### config.mk
export PLATFORM = sky130hd
export DESIGN_NAME = dense_argmax
export DESIGN_NICKNAME = d
export VERILOG_FILES = /design/src/rtl/dense_argmax_pkg.sv /design/src/rtl/dense_argmax_cmp_stage.sv /design/src/rtl/dense_argmax.sv
export SDC_FILE = /design/constraint.sdc
export NUM_CORES = 1
export LEC_CHECK = 0
export BUFFER_PORTS_ARGS = -buffer_cell sky130_fd_sc_hd__buf_2
export CAP_MARGIN = 5
export CORE_UTILIZATION = 60
export CTS_CLUSTER_SIZE = 12
export DETAILED_ROUTE_END_ITERATION = 12
export GPL_TIMING_DRIVEN = 1
export PLACE_DENSITY = 0.86
export SLEW_MARGIN = 20
export SYNTH_ARGS = -nofsm -noshare
export SYNTH_HDL_FRONTEND = slang
export SYNTH_HIERARCHICAL = 1
export SYNTH_SLANG_ARGS = --single-unit
### constraint.sdc
create_clock -name clk_i -period 26 [get_ports clk_i]
set_clock_uncertainty 0.15 [all_clocks]
set_input_delay 5.2 -clock clk_i [delete_from_list [all_inputs] [get_ports clk_i]]
set_output_delay 5.2 -clock clk_i [all_outputs]
set_load 0.03 [all_outputs]
### src/rtl/dense_argmax_pkg.sv
// Shared types and defaults for the dense_argmax classifier head.
package dense_argmax_pkg;

    localparam int FEATURE_MAP_RESOLUTION   = 8;
    localparam int DENSE_ARGMAX_NUM_NEURONS = 40;

    // Index width never collapses to zero, even for a single-neuron layer.
    function automatic int idx_width(input int n);
        return (n > 1) ? $clog2(n) : 1;
    endfunction

    localparam int DENSE_ARGMAX_IDX_WIDTH = idx_width(DENSE_ARGMAX_NUM_NEURONS);

    typedef enum logic [1:0] {
        IDLE = 2'd0,
        SCAN = 2'd1,
        DONE = 2'd2
    } argmax_state_t;

endpackage

### src/rtl/dense_argmax_cmp_stage.sv
// Signed compare/select of the running best against one candidate logit.
module dense_argmax_cmp_stage
    import dense_argmax_pkg::*;
#(
    parameter int DATA_WIDTH = FEATURE_MAP_RESOLUTION,
    parameter int IDX_WIDTH  = DENSE_ARGMAX_IDX_WIDTH
) (
    input  logic [DATA_WIDTH-1:0] best_val,
    input  logic [IDX_WIDTH-1:0]  best_idx,
    input  logic [DATA_WIDTH-1:0] cand_val,
    input  logic [IDX_WIDTH-1:0]  cand_idx,
    output logic [DATA_WIDTH-1:0] sel_val,
    output logic [IDX_WIDTH-1:0]  sel_idx
);

    // NOTE: defaults assigned first so every path drives both outputs and no latch is inferred.
    always_comb begin
        sel_val = best_val;
        sel_idx = best_idx;
        // Strictly greater only: candidates arrive in ascending index order, so ties keep the lower index.
        if ($signed(cand_val) > $signed(best_val)) begin
            sel_val = cand_val;
            sel_idx = cand_idx;
        end
    end

endmodule

### src/rtl/dense_argmax.sv
// Sequential argmax over one Dense output vector; optional reject flag under ARGMAX_CONF_THRESH_EN.
module dense_argmax
    import dense_argmax_pkg::*;
#(
    parameter int NUM_NEURONS = DENSE_ARGMAX_NUM_NEURONS,
    parameter int DATA_WIDTH  = FEATURE_MAP_RESOLUTION,
    parameter int IDX_WIDTH   = idx_width(NUM_NEURONS)
`ifdef ARGMAX_CONF_THRESH_EN
    ,parameter logic signed [DATA_WIDTH-1:0] CONF_THRESHOLD = '0
`endif
) (
    input  logic                  clk_i,
    input  logic                  rst_i,
    input  logic                  argmax_valid_i,
    input  logic [DATA_WIDTH-1:0] argmax_data_i [0:NUM_NEURONS-1],
    output logic                  argmax_ready_o,
    output logic                  argmax_valid_o,
    output logic [IDX_WIDTH-1:0]  argmax_class_o,
    output logic [DATA_WIDTH-1:0] argmax_score_o,
    input  logic                  argmax_ready_i
`ifdef ARGMAX_CONF_THRESH_EN
    ,output logic                 argmax_reject_o
`endif
);

    localparam logic [IDX_WIDTH-1:0] LAST_IDX = IDX_WIDTH'(NUM_NEURONS - 1);

    argmax_state_t         state_q;
    logic [DATA_WIDTH-1:0] buf_q [0:NUM_NEURONS-1];
    logic [IDX_WIDTH-1:0]  ptr_q;
    logic [IDX_WIDTH-1:0]  best_idx_q;
    logic [DATA_WIDTH-1:0] best_val_q;
    logic [IDX_WIDTH-1:0]  next_idx;
    logic [DATA_WIDTH-1:0] next_val;

    dense_argmax_cmp_stage #(
        .DATA_WIDTH (DATA_WIDTH),
        .IDX_WIDTH  (IDX_WIDTH)
    ) u_cmp (
        .best_val (best_val_q),
        .best_idx (best_idx_q),
        .cand_val (buf_q[ptr_q]),
        .cand_idx (ptr_q),
        .sel_val  (next_val),
        .sel_idx  (next_idx)
    );

    // NOTE: state and outputs update with non-blocking assignments so every register samples pre-edge values.
    always_ff @(posedge clk_i) begin
        if (rst_i) begin
            state_q        <= IDLE;
            ptr_q          <= '0;
            best_idx_q     <= '0;
            best_val_q     <= '0;
            argmax_ready_o <= 1'b1;
            argmax_valid_o <= 1'b0;
            argmax_class_o <= '0;
            argmax_score_o <= '0;
`ifdef ARGMAX_CONF_THRESH_EN
            argmax_reject_o <= 1'b0;
`endif
            // NOTE: the vector buffer is cleared on reset so a discarded scan leaves no stale logits behind.
            for (int i = 0; i < NUM_NEURONS; i++) begin
                buf_q[i] <= '0;
            end
        end else begin
            case (state_q)
                IDLE: begin
                    if (argmax_valid_i && argmax_ready_o) begin
                        for (int i = 0; i < NUM_NEURONS; i++) begin
                            buf_q[i] <= argmax_data_i[i];
                        end
                        best_val_q     <= argmax_data_i[0];
                        best_idx_q     <= '0;
                        ptr_q          <= IDX_WIDTH'(1);
                        argmax_ready_o <= 1'b0;
                        if (NUM_NEURONS == 1) begin
                            state_q        <= DONE;
                            argmax_valid_o <= 1'b1;
                            argmax_class_o <= '0;
                            argmax_score_o <= argmax_data_i[0];
`ifdef ARGMAX_CONF_THRESH_EN
                            argmax_reject_o <= $signed(argmax_data_i[0]) < CONF_THRESHOLD;
`endif
                        end else begin
                            state_q <= SCAN;
                        end
                    end
                end
                SCAN: begin
                    best_val_q <= next_val;
                    best_idx_q <= next_idx;
                    if (ptr_q == LAST_IDX) begin
                        state_q        <= DONE;
                        argmax_valid_o <= 1'b1;
                        argmax_class_o <= next_idx;
                        argmax_score_o <= next_val;
`ifdef ARGMAX_CONF_THRESH_EN
                        argmax_reject_o <= $signed(next_val) < CONF_THRESHOLD;
`endif
                    end else begin
                        ptr_q <= ptr_q + IDX_WIDTH'(1);
                    end
                end
                DONE: begin
                    // Result stays frozen until the consumer takes it; only then is a new vector accepted.
                    if (argmax_ready_i) begin
                        state_q        <= IDLE;
                        argmax_valid_o <= 1'b0;
                        argmax_ready_o <= 1'b1;
`ifdef ARGMAX_CONF_THRESH_EN
                        argmax_reject_o <= 1'b0;
`endif
                    end
                end
                default: begin
                    state_q        <= IDLE;
                    argmax_ready_o <= 1'b1;
                    argmax_valid_o <= 1'b0;
                end
            endcase
        end
    end

endmodule
Word level (Yosys, flattened, before mapping). Memory sizes are Yosys's and may differ from the RTL's. A register that Yosys moved wholly into a read port is not among the register bits. Index checks and enable logic that the tools add are counted.

Add/subtract/negate cells: 1. Multipliers: 0. Div/mod/pow operators: 0. Magnitude comparators: 1. Equality and inequality tests: 7. Shifts and indexed selects: 0. Mux-type cells: 67. Bitwise logic cells: 42. Reductions and logical operators: 9.

Operators with widths (number): 8-bit 2-to-1 mux (42); 1-bit bitwise OR (40); 6-bit 2-to-1 mux (6); 6-bit one-hot mux with 2 select lines (2); 8-bit one-hot mux with 2 select lines (1); 3-bit AND reduction (4); 1-bit 2-to-1 mux (10); 8-bit > comparator (1); 2-bit inequality test (second input constant) (4); 6-bit by 1-bit adder with 6-bit output (second input constant) (1); 6-bit equality test (second input constant) (1); 2-bit 2-to-1 mux (3); 1-bit one-hot mux with 3 select lines (2); 2-bit one-hot mux with 3 select lines (1); 2-bit AND reduction (2); 2-bit by 1-bit equality test with 1-bit output (second input constant) (1); 2-bit equality test (second input constant) (1); 2-bit zero test (1); 1-bit inverter (2); 2-bit nonzero test (1); 1-bit logical AND (1).

Register bits after elaboration: 38. Latch bits: 0. RAM bits: 320. Bits in read-only memories: 0. Input port bits: 324. Logic and storage cells: 136. Memories kept: 1.

Memory list: buf_q (depth 40, bits a word 8, read ports 1, clocked after memory_dff 1, write ports 40, line dense_argmax.sv:29) `logic [DATA_WIDTH-1:0] buf_q [0:NUM_NEURONS-1];`.

Depth between registers and ports, before layout. Gate-level depths: netlist (run 1).

Depth after elaboration: 6. Gate-level depth with buffers: 17. Gate-level depth less buffers: 14.

Hierarchy. Netlist (run 1), hierarchy kept.

By module, submodules not included: dense_argmax (times used 1, cells an instance 1147, area each 16301.9 um^2, seq. area each 10490.1 um^2); dense_argmax_cmp_stage (times used 1, cells an instance 46, area each 382.9 um^2, seq. area each 0.0 um^2).

Least setup slack after synthesis (run 1). OpenSTA, ideal clock, no wires.

Path kind: input port to flip-flop. From: input argmax_valid_i. To: memory buf_q[0][0] (netlist bit) (enable). Arrival time: 14562 ps. Slack: 10477 ps. Cell stages on the path: 4. Buffers on the path: 1. Cell sequence: nor3b_4 nand2_2 nand2b_1 clkbuf_1.

RTL lines: from (decl) (line dense_argmax.sv:14) `input logic argmax_valid_i,`; to (decl) (line dense_argmax.sv:29).

==> impl_metrics.toml, run 1 <==
[timing]
hold_viol = 0
worst_pin_slew_ns = 1.051
clock.fmax_mhz = 127.7
slew_headroom = 0.2996
setup_tns_ns = 0
post-route-period-util = 0.3012
fin_hold_ws_ns = 0.3117
fin_crit_ns = 7.831
grt_setup_unrepaired = "no"
drv_slew = 0
setup_viol = 0

[layout]
final_cells = 1910
area_growth_pct = 18.00
nets = 1829
drive_gt1_frac = 0.3057
final_common_cell = "buf_2"
final_cell_mix = "buf_2 (339), edfxtp_1 (320), and2_1 (273)"

[critical_path]
worstSetupStartpointType = "primary input"
crit_arrival_ns = 7.83
critPathRequiredTime_ns = 25.99
slowest_stage = "nand2b_4"
crit_type = "primary input to register"
worstPathBufferInverterCount = 2
critPathMaxStageDelay_ns = 0.87
cp_cell_sequence = "buf_2 > nor3b_4 > nand2_2 > nand2b_4 > buf_12"
crit_family = "simple AND/OR/NAND/NOR gates"
worst-path-max-fanout = 162
endpoint_kind = "register"

[synth]
synth_compound_area_frac = 0.07214
ys_ff_latch = 364
async_reset_ff_frac = 0
synth_mux_area_frac = 0.1132
synthSimpleGateAreaFrac = 0.1442
synth.largest_area_cell = "edfxtp_1"
synth-seq-area-share = 0.6287
synthFlopType = "edfxtp_1"
synth_top_family_by_area = "simple AND/OR/NAND/NOR gates"
synth_nets = 1526
netlist_instances = 1193
synth_enable_flop_cells = 320
synth_cell_types = 44
syn_area_mm2 = 0.01668
synth_fa_ha_area_frac = 0.006749
synth_warnings = 6
syn_avg_cell_area_um2 = 13.99
synthTopCellsByArea = "edfxtp_1 (58%), and2_1 (10%), mux2i_1 (7.7%)"
synth_top_area_share = 0.5759
synth_xor_area_frac = 0.002100

[grt]
grt_pass1_vias = 10760
grt_first_pass_wirelength_um = 59000
grt_max_degree = 163
grtUsageTotal = 0.2772
grt-ovfl-total = 0
grt_antenna_before_repair = 22

[die]
start_util = 0.6157
die_h_um = 168.8
coreArea_mm2 = 0.02710
num_rows = 60
dieArea_mm2 = 0.02848
dieWidth_um = 168.8
ios = 340

[clock_network]
tritoncts = "done"
cts_sinks = 364
cts_hold_buf = 0
cts_buffers = 38
clk_latency_ns = 0.52
htree_levels = 2
cts_max_path_buffers = 3
clockRootBuffer = "clkbuf_16"
cts_resized = 0
clkTransAtPathRegs_ns = 0.06
post_cts_buffers = 0

[routing]
dr_total_vias = 10790
postRouteAntennaNets = 0
viasPerCell = 5.650
dr.pass1.iters = 5
wirelength_um = 40240
first_iter_violations = 938
drc = 0
wire_per_inst_um = 21.07

[flow_run]
drv_cap = 0

[power]
cellLeakagePower_nw = 7.882
worst_ir_drop_vdd_mv = 0.04668
p_per_area_mw_per_mm2 = 71.72

[min_path]
min_path_type = "register to register"

[run_status]
status = "completed"

[place]
io_buffers = 339
hpwl_um = 27000
place.gp.congestion = 0.8297
placedCellCount = 1828
## kinds of logic after synthesis
| group | Yosys count |
|---|---|
| xor+xnor | 4 |
| simple gates | 407 |
| buf+inv | 96 |
| mux | 166 |
| fa+ha+maj | 9 |
| compound gates | 147 |
| flops | 364 |
## registers in the layout, summed over array words and instances (netlist names), 2 cells and up, named ones only
signal / cells
state_q: 2
argmax_class_o: 6
buf_q: 320
argmax_score_o: 8
best_val_q: 8
ptr_q: 6
best_idx_q: 6
## stage by stage
stage	area (um^2)	total power, mW	utilization	setup WS [ns]
floorplan	16680	0.8562	-	10.48
global placement	18460	0.8904	0.6812	17.59
detailed placement	18460	0.8989	0.6812	17.44
global route	19680	1.452	0.7261	17.92
CTS	19630	1.413	0.7245	17.95
finish	19690	1.412	0.7265	18.17
## area by class of cell
cell class | count | area [um^2]
tap | 372 | 465.4
fill | 1819 | 7413
timing repair buffer | 348 | 1780
clock buffer | 54 | 1090
inverter | 11 | 41.29
sequential | 364 | 10490
clock inverter | 8 | 83.83
multi-input combinational | 733 | 5683
antenna | 20 | 50.05
## where the power goes
group / switching [mW] / total, mW / internal (mW)
clock network: 0.212 / 0.521 / 0.309
logic: 0.0967 / 0.180 / 0.0831
registers: 0.0205 / 0.711 / 0.690
total: 0.329 / 1.41 / 1.08
## per-layer routing
layer  routed length (um)  GRT usage  vias up
met1                15030     0.3296     5226
met2                20210     0.4766      445
met3                 3122    0.06009      107
li1                     -          -     5007
met4                 1836     0.1399        6
met5                   41          0        -
## worst register-to-register path: cells and delay by family (launching register included)
kind / cells / cell delay, ns
compound gates: 8 / 2.40
buf+inv: 2 / 1.00
flops: 1 / 0.93
mux: 2 / 0.80
fa+ha+maj: 1 / 0.31
simple gates: 2 / 0.24
## cells in the mapped netlist (3+ instances only)
cell type,number
mux2i_1,128
edfxtp_1,320
a21oi_1,33
a22oi_1,32
buf_4,20
nor2b_1,51
nand2b_1,4
clkbuf_1,40
dfxtp_1,44
mux2_2,22
buf_8,3
nor2_1,23
xnor2_1,4
and2_1,274
mux4_2,16
a221oi_2,9
inv_1,11
a311oi_1,8
a22o_1,30
o41ai_2,8
o22ai_1,8
nand2_1,31
nand3_1,16
a221oi_1,8
buf_1,6
buf_2,8
buf_6,7
ha_1,9
## path summary, 6_finish.rpt
path	from	slack, ns	end	cells after the start
worst min register to register	argmax_valid_o	0.31	argmax_valid_o	2
worst min-delay path	argmax_valid_o	0.31	argmax_valid_o	2
worst max-delay path	argmax_valid_i	18.17	buf_q[19][1]	5
worst max register to register	register	20.02	best_val_q[2]	15
No activity file was read; power rests on OpenSTA's default activity.
==> inputs of run 2 (changes only) <==
- CORE_UTILIZATION: 60 -> 55
- PLACE_DENSITY: 0.86 -> 0.8
- clock period: 26 -> 8.05 ns (I/O delays scaled with it)
==> run 2 against run 1 <==
  * Worst hold slack lost 0.0080 ns
  * Setup slack lost 16 ns
  * First-iteration DRC count shrank 12%
  * Critical endpoint is now best_val_q[7]
  * Largest power group unchanged
==> impl_metrics.toml, run 2 (synthesis results as in run 1) <==
[timing]
grt_setup_unrepaired = "no"
setup_tns_ns = 0
clock.fmax_mhz = 182.0
setup_viol = 0
fin_crit_ns = 5.495
drv_slew = 0
post-route-period-util = 0.6826
hold_viol = 0
worst_pin_slew_ns = 1.121
finalWorstSetupSlack_ns = 2.555
slew_headroom = 0.2527
fin_hold_ws_ns = 0.3036

[layout]
reg_top3 = "buf_q: 320 flops, argmax_score_o: 8 flops, best_val_q: 8 flops"
final_cell_mix = "buf_2 (339), edfxtp_1 (320), and2_1 (273)"
n_fill_cell = 2163
area_growth_pct = 17.95
multi_input_area_mm2 = 0.005688
utilization = 0.6622
regMostFlops = "buf_q"
largest_register_ff_count = 320
final_common_cell = "buf_2"
register_area_mm2 = 0.01049
drive_gt1_frac = 0.3060
nets = 1829

[routing]
dr_total_vias = 10610
viasPerCell = 5.521
postRouteAntennaNets = 0
wirelength_um = 40780
wire_per_inst_um = 21.22
dr.pass1.iters = 5
drc = 0
first_iter_violations = 825

[clock_network]
post_cts_buffers = 0
clockRootBuffer = "clkbuf_16"
cts_buffers = 39
cts_max_path_buffers = 3
htree_levels = 2
clkTransAtPathRegs_ns = 0.06
clk_latency_ns = 0.52
tritoncts = "done"
cts_hold_buf = 0
cts_sinks = 364
cts_resized = 0

[grt]
grt_antenna_before_repair = 10
grtUsageTotal = 0.2621
grt_pass1_vias = 10730
grt-ovfl-total = 0
grt_first_pass_wirelength_um = 60590
grt_max_degree = 205

[min_path]
min-delay-start = "argmax_valid_o"
min_to = "argmax_valid_o"
min_path_type = "register to register"
whs_path_depth = 2

[critical_path]
crit_arrival_ns = 5.68
worst-path-max-fanout = 62
slowest_stage = "dfxtp_4"
r2r_slack_ns = 2.56
critPathRequiredTime_ns = 8.23
critPathMaxStageDelay_ns = 1.06
r2r_end = "best_val_q[7]"
worstSetupStartpointType = "register"
worstPathBufferInverterCount = 1
rr_worst_depth = 14
endpoint_kind = "register"
cp_cell_sequence = "buf_12 > mux2i_1 > a22o_1 > a221oi_1 > o22ai_1 > o41ai_2 > ha_1 > nand2_1 > o32ai_1 > a31oi_1 > a21oi_2 > mux2_2 > nor2_1 > a311oi_1"
crit_type = "register to register"
crit_family = "compound AO/OA/AOI/OAI gates"

[die]
start_util = 0.5615
dieArea_mm2 = 0.03104
coreArea_mm2 = 0.02972
die_h_um = 176.2
num_rows = 63
dieWidth_um = 176.2
ios = 340

[power]
p_per_area_mw_per_mm2 = 230.5
worst_ir_drop_vdd_mv = 0.1551
cellLeakagePower_nw = 7.876
fin_total_pwr_mw = 4.537

[flow_run]
drv_cap = 0

[place]
dp_slack_ns = 2.732
place.gp.congestion = 0.8674
io_buffers = 339
hpwl_um = 28180

[run_status]
status = "completed"
run 2: per-stage QoR:
step,instances,cell area [um^2]
3_5_place_dp,1845,18490
6_report,1922,19680
2_1_floorplan,1193,16690
5_1_grt,1916,19670
3_3_place_gp,1845,18490
4_1_cts,1913,19650
run 2: worst max-delay path by stage:
stage	startpoint	slack, ns	cells past startpoint	to
final	register	2.56	14	best_val_q[7]
after global routing	register	2.40	14	best_val_q[7]
after CTS	register	2.68	14	best_val_q[7]
after global placement	register	2.90	15	best_val_q[0]
after detailed placement	register	2.73	14	best_val_q[5]
after floorplan	argmax_valid_i	1.12	4	buf_q[0][0]
run 2: tightest hold or removal path, cell delays in order, from the launching register on:
cell and delay (ns):
dfxtp_1 0.31, nand2_1 0.05, a21oi_1 0.05
run 2: layout make-up:
type / count / share of cell area
diodes: 9 / 0.001144
clock buffers: 57 / 0.05518
clock inverters: 11 / 0.004005
inverters: 11 / 0.002098
multi-input cells: 733 / 0.2890
flip-flops and latches: 364 / 0.5332
well taps: 390 / 0.02479
repair buffers: 347 / 0.09053
run 2: layer usage:
layer / track usage / part of all wire / vias up
met3: 0.05168 / 0.068 / 90
met5: 0 / 0.00091 / -
met4: 0.1221 / 0.041 / 6
li1: - / - / 5005
met2: 0.4352 / 0.49 / 422
met1: 0.3314 / 0.41 / 5088
run 2: power breakdown:
| part | internal [mW] | switching, mW |
|---|---|---|
| clock network | 0.966 | 0.689 |
| registers | 2.23 | 0.0709 |
| logic | 0.268 | 0.313 |
| total | 3.46 | 1.07 |
==> inputs of run 3 (changes only) <==
- clock period: 8.05 -> 5.7 ns (I/O delays scaled with it)
==> run 3 against run 2 <==
  * Sequential cell count stayed put
  * Setup slack worse by 1.8 ns
  * Non-clock buffer count is 4 higher
  * Sequential share of layout area is 0.19 points lower
  * Design area is 0.36% higher
  * Largest power group unchanged
==> impl_metrics.toml, run 3 (synthesis results as in run 1) <==
[grt]
grt_pass1_vias = 10900
grt-ovfl-total = 0
grt_antenna_before_repair = 3
grt_max_degree = 162
grtUsageTotal = 0.2730
grt_first_pass_wirelength_um = 62980

[die]
dieArea_mm2 = 0.03104
die_h_um = 176.2
num_rows = 63
dieWidth_um = 176.2
ios = 340
start_util = 0.5615
coreArea_mm2 = 0.02972

[routing]
top_layer = "met5"
wirelength_um = 41790
wire_per_inst_um = 21.77
dr_wl_met2_um = 21300
drt-met1-wl_um = 15940
dr_wl_met3_um = 3053
drc = 0
postRouteAntennaNets = 0
dr.pass1.iters = 6
viasPerCell = 5.553
dr_total_vias = 10660
first_iter_violations = 1049

[timing]
fin_crit_ns = 4.926
fin_hold_ws_ns = 0.3092
drv_slew = 0
worst_pin_slew_ns = 1.106
slew_headroom = 0.2602
setup_viol = 0
post-route-period-util = 0.8643
hold_viol = 0
setup_tns_ns = 0
grt_setup_unrepaired = "no"
clock.fmax_mhz = 203.0

[critical_path]
critPathRequiredTime_ns = 5.89
crit_arrival_ns = 5.12
worstSetupStartpointType = "register"
r2r_slack_ns = 0.77
worst-path-max-fanout = 55
crit_type = "register to register"
endpoint_kind = "register"

[clock_network]
cts_resized = 0
htree_levels = 2
cts_max_path_buffers = 3
clkTransAtPathRegs_ns = 0.06
cts_buffers = 39
tritoncts = "done"
clockRootBuffer = "clkbuf_16"
cts_hold_buf = 0
post_cts_buffers = 0
cts_sinks = 364
clk_latency_ns = 0.52

[layout]
n_fill_cell = 2196
final_cell_mix = "buf_2 (339), edfxtp_1 (320), and2_1 (273)"
drive_gt1_frac = 0.3056
final_common_cell = "buf_2"
largest_register_ff_count = 320
reg_top3 = "buf_q: 320 flops, argmax_score_o: 8 flops, best_val_q: 8 flops"
area_growth_pct = 18.37
nets = 1833
regMostFlops = "buf_q"

[power]
worst_ir_drop_vdd_mv = 0.2598
cellLeakagePower_nw = 7.916
p_per_area_mw_per_mm2 = 326.9

[place]
io_buffers = 339
place.gp.congestion = 0.8768
hpwl_um = 29710

[flow_run]
drv_cap = 0

[run_status]
status = "completed"

[min_path]
min_path_type = "register to register"
[run 3: changes by cell type in the layout (fill, tap and decap cells not counted), sizes merged]
cell,previous run,this run
diode,9,2
buf,347,351
clkinv,10,11
[run 3: where the power goes]
group	internal, mW	leakage [nW]	switching, mW
Combinational	0.388	3.57	0.488
Sequential	3.15	3.78	0.0821
Clock	1.36	0.565	0.991
Total	4.90	7.92	1.56
[run 3: cell type report]
class	count	area [um^2]	share of cell area
inverter	11	41.29	0.002091
timing repair buffer	351	1874	0.09490
multi-input combinational	733	5685	0.2879
clock buffer	57	1086	0.05499
tap	390	488.0	0.02471
sequential	364	10490	0.5313
clock inverter	12	76.32	0.003864
antenna	2	5.005	0.0002534
[run 3: metrics by stage]
stage	total power [mW]	worst slack [ns]	utilization	instance area, um^2	instances
after detailed placement	4.161	0.8208	0.6252	18580	1849
after global routing	6.661	0.5466	0.6644	19750	1918
final	6.457	0.7737	0.6646	19750	1920
after global placement	4.135	0.8493	0.6252	18580	1849
after CTS	6.483	0.8079	0.6644	19740	1918
after floorplan	3.855	1.074	-	16690	1193
[run 3: path summary, 6_finish.rpt]
path / startpoint / depth (start not counted) / to
setup / recovery: register / 15 / best_val_q[1]
setup reg to reg: register / 15 / best_val_q[1]
hold / removal: argmax_valid_o / 2 / argmax_valid_o
hold reg to reg: argmax_valid_o / 2 / argmax_valid_o
[run 3: worst max-delay path, cell delays in order (launching register included)]
cell,delay [ns]
dfxtp_4,0.65
buf_12,0.41
mux2i_1,0.16
a22o_1,0.27
a221oi_1,0.30
o22ai_1,0.18
o41ai_2,0.48
inv_1,0.09
ha_1,0.30
nand2_1,0.06
o32ai_1,0.23
a31oi_1,0.09
a21oi_2,0.68
mux2_2,0.43
nor2_1,0.14
a311oi_1,0.08
[run 3: per-layer routing]
metal | vias to the layer above | track usage
met5 | - | 0
met4 | 4 | 0.1018
met3 | 90 | 0.05297
met2 | 476 | 0.4779
met1 | 5101 | 0.3339
li1 | 4990 | -
